**config.mk**
```make
export PLATFORM = sky130hd
export DESIGN_NAME = tone_sequencer_flat
export DESIGN_NICKNAME = d
export VERILOG_FILES = /design/src/rtl/tone_seq_pkg.sv /design/src/rtl/tone_sequencer_if.sv /design/src/rtl/tone_table.sv /design/src/rtl/tone_sequencer.sv /design/src/flat_wrapper.sv
export SDC_FILE = /design/constraint.sdc
export NUM_CORES = 1
export LEC_CHECK = 0
export CORE_AREA = 2 2 281 283
export CTS_BUF_LIST = sky130_fd_sc_hd__clkbuf_16
export DETAILED_ROUTE_END_ITERATION = 8
export DIE_AREA = 0 0 283 285
export HOLD_SLACK_MARGIN = 0.02
export PLACE_DENSITY_LB_ADDON = 0.2
export SLEW_MARGIN = 40
export SYNTH_ARGS = -nofsm -noshare
export SYNTH_HDL_FRONTEND = slang
export SYNTH_HIERARCHICAL = 1
export SYNTH_SLANG_ARGS = --single-unit
```
**constraint.sdc**
```tcl
create_clock -name clk -period 17 [get_ports clk]
set_input_delay 2.55 -clock clk [delete_from_list [all_inputs] [get_ports clk]]
set_output_delay 2.55 -clock clk [all_outputs]
set_load 0.1 [all_outputs]
```
**src/rtl/tone_seq_pkg.sv**
```systemverilog
// Shared types for the tone sequencer: FSM states, table entry layout and
// the phase index value that marks the end of a waveform period.
package tone_seq_pkg;

    // Entry period width; the sequencer's PERIOD_W parameter must match it.
    localparam int TONE_PERIOD_W = 16;
    localparam logic [9:0] PHASE_MAX = 10'd1023;

    typedef enum logic [1:0] {
        IDLE,
        GAP,
        RUN
    } tone_state_e;

    typedef struct packed {
        logic [31:0]              step;
        logic [TONE_PERIOD_W-1:0] periods;
    } tone_entry_t;

endpackage

```
**src/rtl/tone_sequencer_if.sv**
```systemverilog
// Host-side bus of the tone sequencer: table programming, sequence control
// and status.
interface tone_sequencer_if #(
    parameter int ADDR_W   = 4,
    parameter int PERIOD_W = 16
);
    logic                cfg_we;
    logic [ADDR_W-1:0]   cfg_addr;
    logic [31:0]         cfg_step;
    logic [PERIOD_W-1:0] cfg_periods;
    logic [ADDR_W-1:0]   cfg_last;
    logic                loop_en;
    logic                start;
    logic                stop;
    logic                busy;
    logic                done;
    logic [ADDR_W-1:0]   tone_idx;

    modport master (
        output cfg_we, cfg_addr, cfg_step, cfg_periods, cfg_last,
        output loop_en, start, stop,
        input  busy, done, tone_idx
    );

    modport slave (
        input  cfg_we, cfg_addr, cfg_step, cfg_periods, cfg_last,
        input  loop_en, start, stop,
        output busy, done, tone_idx
    );
endinterface

```
**src/rtl/tone_table.sv**
```systemverilog
// Tone table: NUM_TONES entries written synchronously by the host and read
// combinationally on two ports (current entry and entry being entered).
module tone_table
    import tone_seq_pkg::*;
#(
    parameter int NUM_TONES = 16,
    parameter int ADDR_W    = 4
) (
    input  logic              clk,
    input  logic              we,
    input  logic [ADDR_W-1:0] wr_addr,
    input  tone_entry_t       wr_data,
    input  logic [ADDR_W-1:0] rd_addr_a,
    output tone_entry_t       rd_data_a,
    input  logic [ADDR_W-1:0] rd_addr_b,
    output tone_entry_t       rd_data_b
);

    tone_entry_t mem [NUM_TONES];

    always_ff @(posedge clk) begin
        if (we) begin
            mem[wr_addr] <= wr_data;
        end
    end

    assign rd_data_a = mem[rd_addr_a];
    assign rd_data_b = mem[rd_addr_b];

endmodule

```
**src/rtl/tone_sequencer.sv**
```systemverilog
// Steps through the tone table, driving the accumulator phase step and
// holding the accumulator cleared between tones; counts waveform wraps.
module tone_sequencer
    import tone_seq_pkg::*;
#(
    parameter int NUM_TONES  = 16,
    parameter int ADDR_W     = 4,
    parameter int PERIOD_W   = TONE_PERIOD_W,
    parameter int GAP_CYCLES = 4
) (
    input  logic             clk,
    input  logic             rst_n,
    tone_sequencer_if.slave  host,
    input  logic [9:0]       phase_in,
    output logic [31:0]      phase_step,
    output logic             acc_clr_n
);

    localparam int GAP_W = (GAP_CYCLES > 1) ? $clog2(GAP_CYCLES) : 1;
    localparam logic [GAP_W-1:0] GAP_LAST = GAP_W'(GAP_CYCLES - 1);

    function automatic logic [ADDR_W-1:0] clamp_last(input logic [ADDR_W-1:0] last);
        if (32'(last) > 32'(NUM_TONES - 1)) begin
            return ADDR_W'(NUM_TONES - 1);
        end
        return last;
    endfunction

    tone_state_e         state_q, state_d;
    logic [ADDR_W-1:0]   idx_q, idx_d;
    logic [ADDR_W-1:0]   last_q, last_d;
    logic [GAP_W-1:0]    gap_cnt_q, gap_cnt_d;
    logic [PERIOD_W-1:0] period_cnt_q, period_cnt_d;
    logic [9:0]          phase_p1;
    logic                done_d;
    logic                advance;
    logic                wrap;
    logic                wr_en;
    logic [31:0]         step_nxt;
    tone_entry_t         wr_entry, cur, nxt;

    assign wr_en    = host.cfg_we && (state_q == IDLE);
    assign wr_entry = '{step: host.cfg_step, periods: host.cfg_periods};
    assign wrap     = (phase_p1 == PHASE_MAX) && (phase_in == 10'd0);

    tone_table #(
        .NUM_TONES (NUM_TONES),
        .ADDR_W    (ADDR_W)
    ) u_table (
        .clk       (clk),
        .we        (wr_en),
        .wr_addr   (host.cfg_addr),
        .wr_data   (wr_entry),
        .rd_addr_a (idx_q),
        .rd_data_a (cur),
        .rd_addr_b (idx_d),
        .rd_data_b (nxt)
    );

    // A write landing on the same edge as start must already show in the first GAP cycle.
    assign step_nxt = (wr_en && (host.cfg_addr == idx_d)) ? host.cfg_step : nxt.step;

    always_comb begin
        state_d      = state_q;
        idx_d        = idx_q;
        last_d       = last_q;
        gap_cnt_d    = gap_cnt_q;
        period_cnt_d = period_cnt_q;
        done_d       = 1'b0;
        advance      = 1'b0;
        case (state_q)
            IDLE: begin
                if (host.start) begin
                    last_d    = clamp_last(host.cfg_last);
                    idx_d     = '0;
                    gap_cnt_d = '0;
                    state_d   = GAP;
                end
            end
            GAP: begin
                if (gap_cnt_q == GAP_LAST) begin
                    if (cur.periods == '0) begin
                        advance = 1'b1;
                    end else begin
                        period_cnt_d = '0;
                        state_d      = RUN;
                    end
                end else begin
                    gap_cnt_d = gap_cnt_q + GAP_W'(1);
                end
            end
            RUN: begin
                if (wrap) begin
                    if (period_cnt_q == cur.periods - PERIOD_W'(1)) begin
                        advance = 1'b1;
                    end else begin
                        period_cnt_d = period_cnt_q + PERIOD_W'(1);
                    end
                end
            end
            default: state_d = IDLE;
        endcase
        if (advance) begin
            gap_cnt_d = '0;
            if (idx_q != last_q) begin
                idx_d   = idx_q + ADDR_W'(1);
                state_d = GAP;
            end else if (host.loop_en) begin
                idx_d   = '0;
                state_d = GAP;
            end else begin
                state_d = IDLE;
                done_d  = 1'b1;
            end
        end
        if (host.stop) begin
            state_d = IDLE;
            idx_d   = '0;
            done_d  = 1'b0;
        end
    end

    // Registered outputs follow the state being entered.
    always_ff @(posedge clk or negedge rst_n) begin
        if (!rst_n) begin
            state_q       <= IDLE;
            idx_q         <= '0;
            last_q        <= '0;
            gap_cnt_q     <= '0;
            period_cnt_q  <= '0;
            phase_p1      <= '0;
            phase_step    <= '0;
            acc_clr_n     <= 1'b0;
            host.busy     <= 1'b0;
            host.done     <= 1'b0;
            host.tone_idx <= '0;
        end else begin
            state_q       <= state_d;
            idx_q         <= idx_d;
            last_q        <= last_d;
            gap_cnt_q     <= gap_cnt_d;
            period_cnt_q  <= period_cnt_d;
            phase_p1      <= phase_in;
            phase_step    <= (state_d == IDLE) ? 32'd0 : step_nxt;
            acc_clr_n     <= (state_d == RUN);
            host.busy     <= (state_d != IDLE);
            host.done     <= done_d;
            host.tone_idx <= idx_d;
        end
    end

endmodule

```
**src/flat_wrapper.sv**
```systemverilog
// flat-port wrapper written by rule: the top's interface ports become plain ports
module tone_sequencer_flat import tone_seq_pkg::*;
#(
    parameter int NUM_TONES  = 16,
    parameter int ADDR_W     = 4,
    parameter int PERIOD_W   = TONE_PERIOD_W,
    parameter int GAP_CYCLES = 4
)
  (clk, rst_n, phase_in, phase_step, acc_clr_n, host_cfg_we, host_cfg_addr, host_cfg_step, host_cfg_periods, host_cfg_last, host_loop_en, host_start, host_stop, host_busy, host_done, host_tone_idx);
  tone_sequencer_if #(.ADDR_W(ADDR_W), .PERIOD_W(PERIOD_W)) host_i ();
  input  logic clk;
  input  logic rst_n;
  input  logic [9:0] phase_in;
  output logic [31:0] phase_step;
  output logic acc_clr_n;
  input wire logic [$bits(host_i.cfg_we)-1:0] host_cfg_we;
  input wire logic [$bits(host_i.cfg_addr)-1:0] host_cfg_addr;
  input wire logic [$bits(host_i.cfg_step)-1:0] host_cfg_step;
  input wire logic [$bits(host_i.cfg_periods)-1:0] host_cfg_periods;
  input wire logic [$bits(host_i.cfg_last)-1:0] host_cfg_last;
  input wire logic [$bits(host_i.loop_en)-1:0] host_loop_en;
  input wire logic [$bits(host_i.start)-1:0] host_start;
  input wire logic [$bits(host_i.stop)-1:0] host_stop;
  output wire logic [$bits(host_i.busy)-1:0] host_busy;
  output wire logic [$bits(host_i.done)-1:0] host_done;
  output wire logic [$bits(host_i.tone_idx)-1:0] host_tone_idx;
  assign host_i.cfg_we = host_cfg_we;
  assign host_i.cfg_addr = host_cfg_addr;
  assign host_i.cfg_step = host_cfg_step;
  assign host_i.cfg_periods = host_cfg_periods;
  assign host_i.cfg_last = host_cfg_last;
  assign host_i.loop_en = host_loop_en;
  assign host_i.start = host_start;
  assign host_i.stop = host_stop;
  assign host_busy = host_i.busy;
  assign host_done = host_i.done;
  assign host_tone_idx = host_i.tone_idx;
  tone_sequencer #(.NUM_TONES(NUM_TONES), .ADDR_W(ADDR_W), .PERIOD_W(PERIOD_W), .GAP_CYCLES(GAP_CYCLES)) u_core (.clk(clk), .rst_n(rst_n), .host(host_i), .phase_in(phase_in), .phase_step(phase_step), .acc_clr_n(acc_clr_n));
endmodule
```
Yosys cells after proc, flatten, opt, wreduce, memory -nomap -nowiden
Memory sizes are Yosys's and may differ from the RTL's.
Index checks and enable logic that the tools add are counted.
Storage, ports and cells
  output and inout port bits: 39
  memories kept: 1
  register bits after elaboration: 73
  bits in writable memories: 768
  word-level logic and storage cells: 78
Operators by class
  add/subtract/negate cells: 4
  eq/ne operators: 14
  multiplexer cells: 36
  reductions and logical operators: 13
Memory list
  u_core.u_table.mem: words 16, width 48, rd ports 2, clocked after memory_dff 0, write ports 1, RTL line tone_table.sv:19  | tone_entry_t mem [NUM_TONES];
Operators with widths (count)
  $mux W16: 4
  $mux W32: 2
  $pmux W16 S2: 1
  $mux W4: 6
  $mux W2: 9
  $add A16 B1 Y16 const B: 1
  $eq A16 B16 Y1: 1
  $logic_not A16 Y1: 1
  $sub A16 B1 Y16 const B: 1
  $mux W1: 11
  $eq A10 B10 Y1 const B: 1
  $logic_not A10 Y1: 1
  $eq A2 B2 Y1 const B: 3
  $ne A3 B2 Y1 const B: 2
  $pmux W2 S3: 1
  $reduce_and A5 Y1: 1
  $add A4 B1 Y4 const B: 1
  $eq A4 B4 Y1: 1
  $logic_not A2 Y1: 2
  $ne A2 B1 Y1 const B: 2
  $ne A2 B2 Y1 const B: 2
  $ne A4 B4 Y1: 1
  $pmux W2 S2: 1
  $reduce_bool A2 Y1: 2
  other kinds (7): 9

Logic depth before layout (Yosys ltp)
An unclocked memory read counts as a cell.
  word-level depth: 12
  depth in mapped cells: 24
  depth with buffers taken out: 18

Cells and area by module
Netlist, hierarchy kept.
By module, submodules not included
  tone_table: instances 1, cells each 1597, area an instance 34274.1 um^2, seq. area each 23062.1 um^2
  tone_sequencer: instances 1, cells each 426, area an instance 4224.1 um^2, seq. area each 1826.8 um^2

Worst setup path before layout
Ideal clock, no wire load.
  kind: input -> register
  start point: input port host_cfg_we
  end point: memory u_core/u_table/mem[0][0] in the netlist's numbering, enable pin
  data required time: 16.487 ns
  arrival: 6.522 ns
  library setup time: 0.513 ns
  buffers on the path: 0
  slack: 9.965 ns
  stages: 3
  cells stage by stage: and2_1 or3b_2 nor3_1
On the way
  longest elaborated chain between the ends: 3
Ends and longest elaborated chain
  from (decl): RTL line flat_wrapper.sv:16  | input wire logic [$bits(host_i.cfg_we)-1:0] host_cfg_we;
  $logic_and A1 B1 Y1: RTL line tone_sequencer.sv:42  | assign wr_en = host.cfg_we && (state_q == IDLE);
  $mux W1: RTL line tone_table.sv:22  | if (we) begin
  $mux W1 (not written as such): RTL line tone_table.sv:23  | mem[wr_addr] <= wr_data;
  to (decl): RTL line tone_table.sv:19
No other way between the ends.

==> out/metrics.cfg <==
[outcome]
outcome = complete, no violations

[synth]
netlist_instances = 1649
ys_warn_count = 6
syn_nets = 1730
avgSynthCellArea_sq_um = 20.1
netlist_area_sq_um = 33100

[power]
p_switching_mw = 0.945
swShare = 0.215
pwr-share-clk = 0.436
intPower_mw = 3.45
total_power_mw = 4.39
comb_power_share = 0.040
power.density_nw_per_um2 = 115
pwr-share-seq = 0.524
peakVddDrop_mv = 0.0986
power.leakage_nw = 12.2

[floorplanning]
start_util = 0.425
rows = 103
core-area_sq_um = 78000
die_area_sq_um = 80700
io_pins = 111
die_h_microns = 285
die_w_microns = 283

[critical_path]
r2r_setup_slack_ns = 9.31
cp-start-kind = flop
required_ns = 17.49
reg2reg_depth = 18
critPathMaxFanout = 55
critPathKind = reg2reg
crit_arrival_ns = 8.19
worstSetupEndpointType = flop

[placed_design]
dp_hpwl_mm = 39.6
postPlaceCellArea_sq_um = 35300
place_congestion = 0.826
io_buffers = 110
dp_cells = 2748

[grt]
antenna_found_initial = 6
grt_pass1_wl_mm = 115
grt_usage = 0.195
grt_max_degree = 80
first_global_vias = 17195
gr-total-overflow = 0

[timing]
clock_skew_ns = 0.0318
fin_setup_tns_ns = 0
whs_ns = 0.528
max_slew_margin = 0.444
finalCritPeriodShare = 0.453
slew_viol_final = 0
setup_violations = 0
rsz0062_at_grt = no
fin_crit_ns = 7.69
hold_viol = 0
fmax_ghz = 0.130
tightest_slew_ns = 0.832

[clocking]
htreeDepth = 3
ctsHoldBuffers = 0
cts_buffers = 88
ctsLongestPathBuffers = 3
cts_tree = built
clkTransAtPathRegs_ns = 0.06
cts.sinks = 841
root_buffer = clkbuf_16
clk_latency_ns = 0.66
postCtsResizedCells = 0
cts_setup_buffers = 0

[detailed_routing]
drt-initial-drc-count = 1283
ant_nets = 0
routed_wl_mm = 78.0
vias = 16508
wl_per_cell_microns = 26.8
drc = 0
via_per_inst = 5.66
dr.pass1.iters = 5

[final_layout]
fin_area_sq_um = 38300
syn2layout_area_growth_pct = 15.7
post_route_cells_drive_above_1_share = 0.243
fillers = 6338
final_cell_count_no_fill = 2915
layout.nets = 1870

[run]
drv.max_cap_violation_count = 0

[hold_path]
hold_depth = 1
hold_class = reg2reg

-- final cells by class --
cell class | instances | area [sq um] | area share
well taps | 1050 | 1310 | 0.0343
multi-input cells | 695 | 7770 | 0.203
clock buffers | 89 | 2230 | 0.0582
clock inverters | 76 | 693 | 0.0181
diodes | 1 | 2.50 | 0.0000654
inverters | 12 | 57.6 | 0.00150
flip-flops and latches | 841 | 24900 | 0.650
repair buffers | 151 | 1330 | 0.0346
-- metrics by stage --
stage / utilization / setup slack [ns]
after floorplan: - / 9.97
after global placement: 0.454 / 8.71
after detailed placement: 0.453 / 8.66
after CTS: 0.491 / 8.85
after global routing: 0.491 / 8.63
final: 0.491 / 9.31
-- state kept, by name, summed over array words and instances (netlist names), 2 cells and up --
| signal | cells |
|---|---|
| u_core/period_cnt_q | 16 |
| u_core/gap_cnt_q | 2 |
| u_core/last_q | 4 |
| u_core/phase_step | 32 |
| u_core/phase_p1 | 10 |
| u_core/u_table/mem | 768 |
| u_core/state_q | 2 |
| u_core/idx_q | 4 |
-- final timing paths --
| check | to | from |
|---|---|---|
| hold reg to reg | u_core/last_q[1] | u_core/last_q[1] |
| min in group asynchronous | u_core/phase_step[25] | rst_n |
| setup reg to reg | u_core/phase_step[19] | u_core/idx_q[0] |
| hold / removal | u_core/last_q[1] | u_core/last_q[1] |
| setup / recovery | u_core/phase_step[19] | u_core/idx_q[0] |
| max in group asynchronous | u_core/idx_q[1] | rst_n |
-- cells in the final DEF (no fill, tap or decap), drive strengths merged, types with 5 or more instances in the layout --
cell type / count
a21oi: 11
a22oi: 98
and3: 5
buf: 81
bufinv: 10
clkbuf: 89
clkdlybuf4s50: 70
clkinv: 40
clkinvlp: 5
dfrtp: 73
edfxtp: 768
ha: 9
inv: 33
mux2i: 32
mux4: 192
nand2: 133
nand2b: 8
nand3: 10
nand4: 6
nor2: 42
nor2b: 11
nor3: 13
nor4: 7
o21ai: 11
or3: 8
xnor2: 18
xor2: 20
-- metal layers --
layer	up-vias	global-route usage	share of wire
li1	7007	-	-
met1	8869	0.270	0.43
met2	492	0.323	0.49
met3	130	0.0334	0.058
met4	10	0.0500	0.022
met5	-	0	0.00081
-- critical path: stages, from the launching register on --
cell and delay (ns):
dfrtp_4 0.67, buf_4 0.61, mux4_2 0.59, a22oi_1 0.20, nand2_1 0.29, or3_4 0.50, or4_1 0.53, o22ai_2 0.23
o211ai_1 0.11, or4_4 0.49, a211oi_1 0.36, or2_4 0.56, buf_4 0.65, buf_4 0.76, mux4_2 0.40, a22oi_1 0.24
nand2_1 0.07, nand2_1 0.07, mux2i_1 0.09
-- power groups by stage --
stage	Combinational, mW	Sequential, mW	Clock (mW)
after floorplan	0.0529	2.39	0
after global placement	0.175	2.35	0
after detailed placement	0.175	2.35	0
after CTS	0.176	2.30	1.96
after global routing	0.187	2.31	2.03
final	0.174	2.30	1.92
No activity file was read; power rests on OpenSTA's default activity.
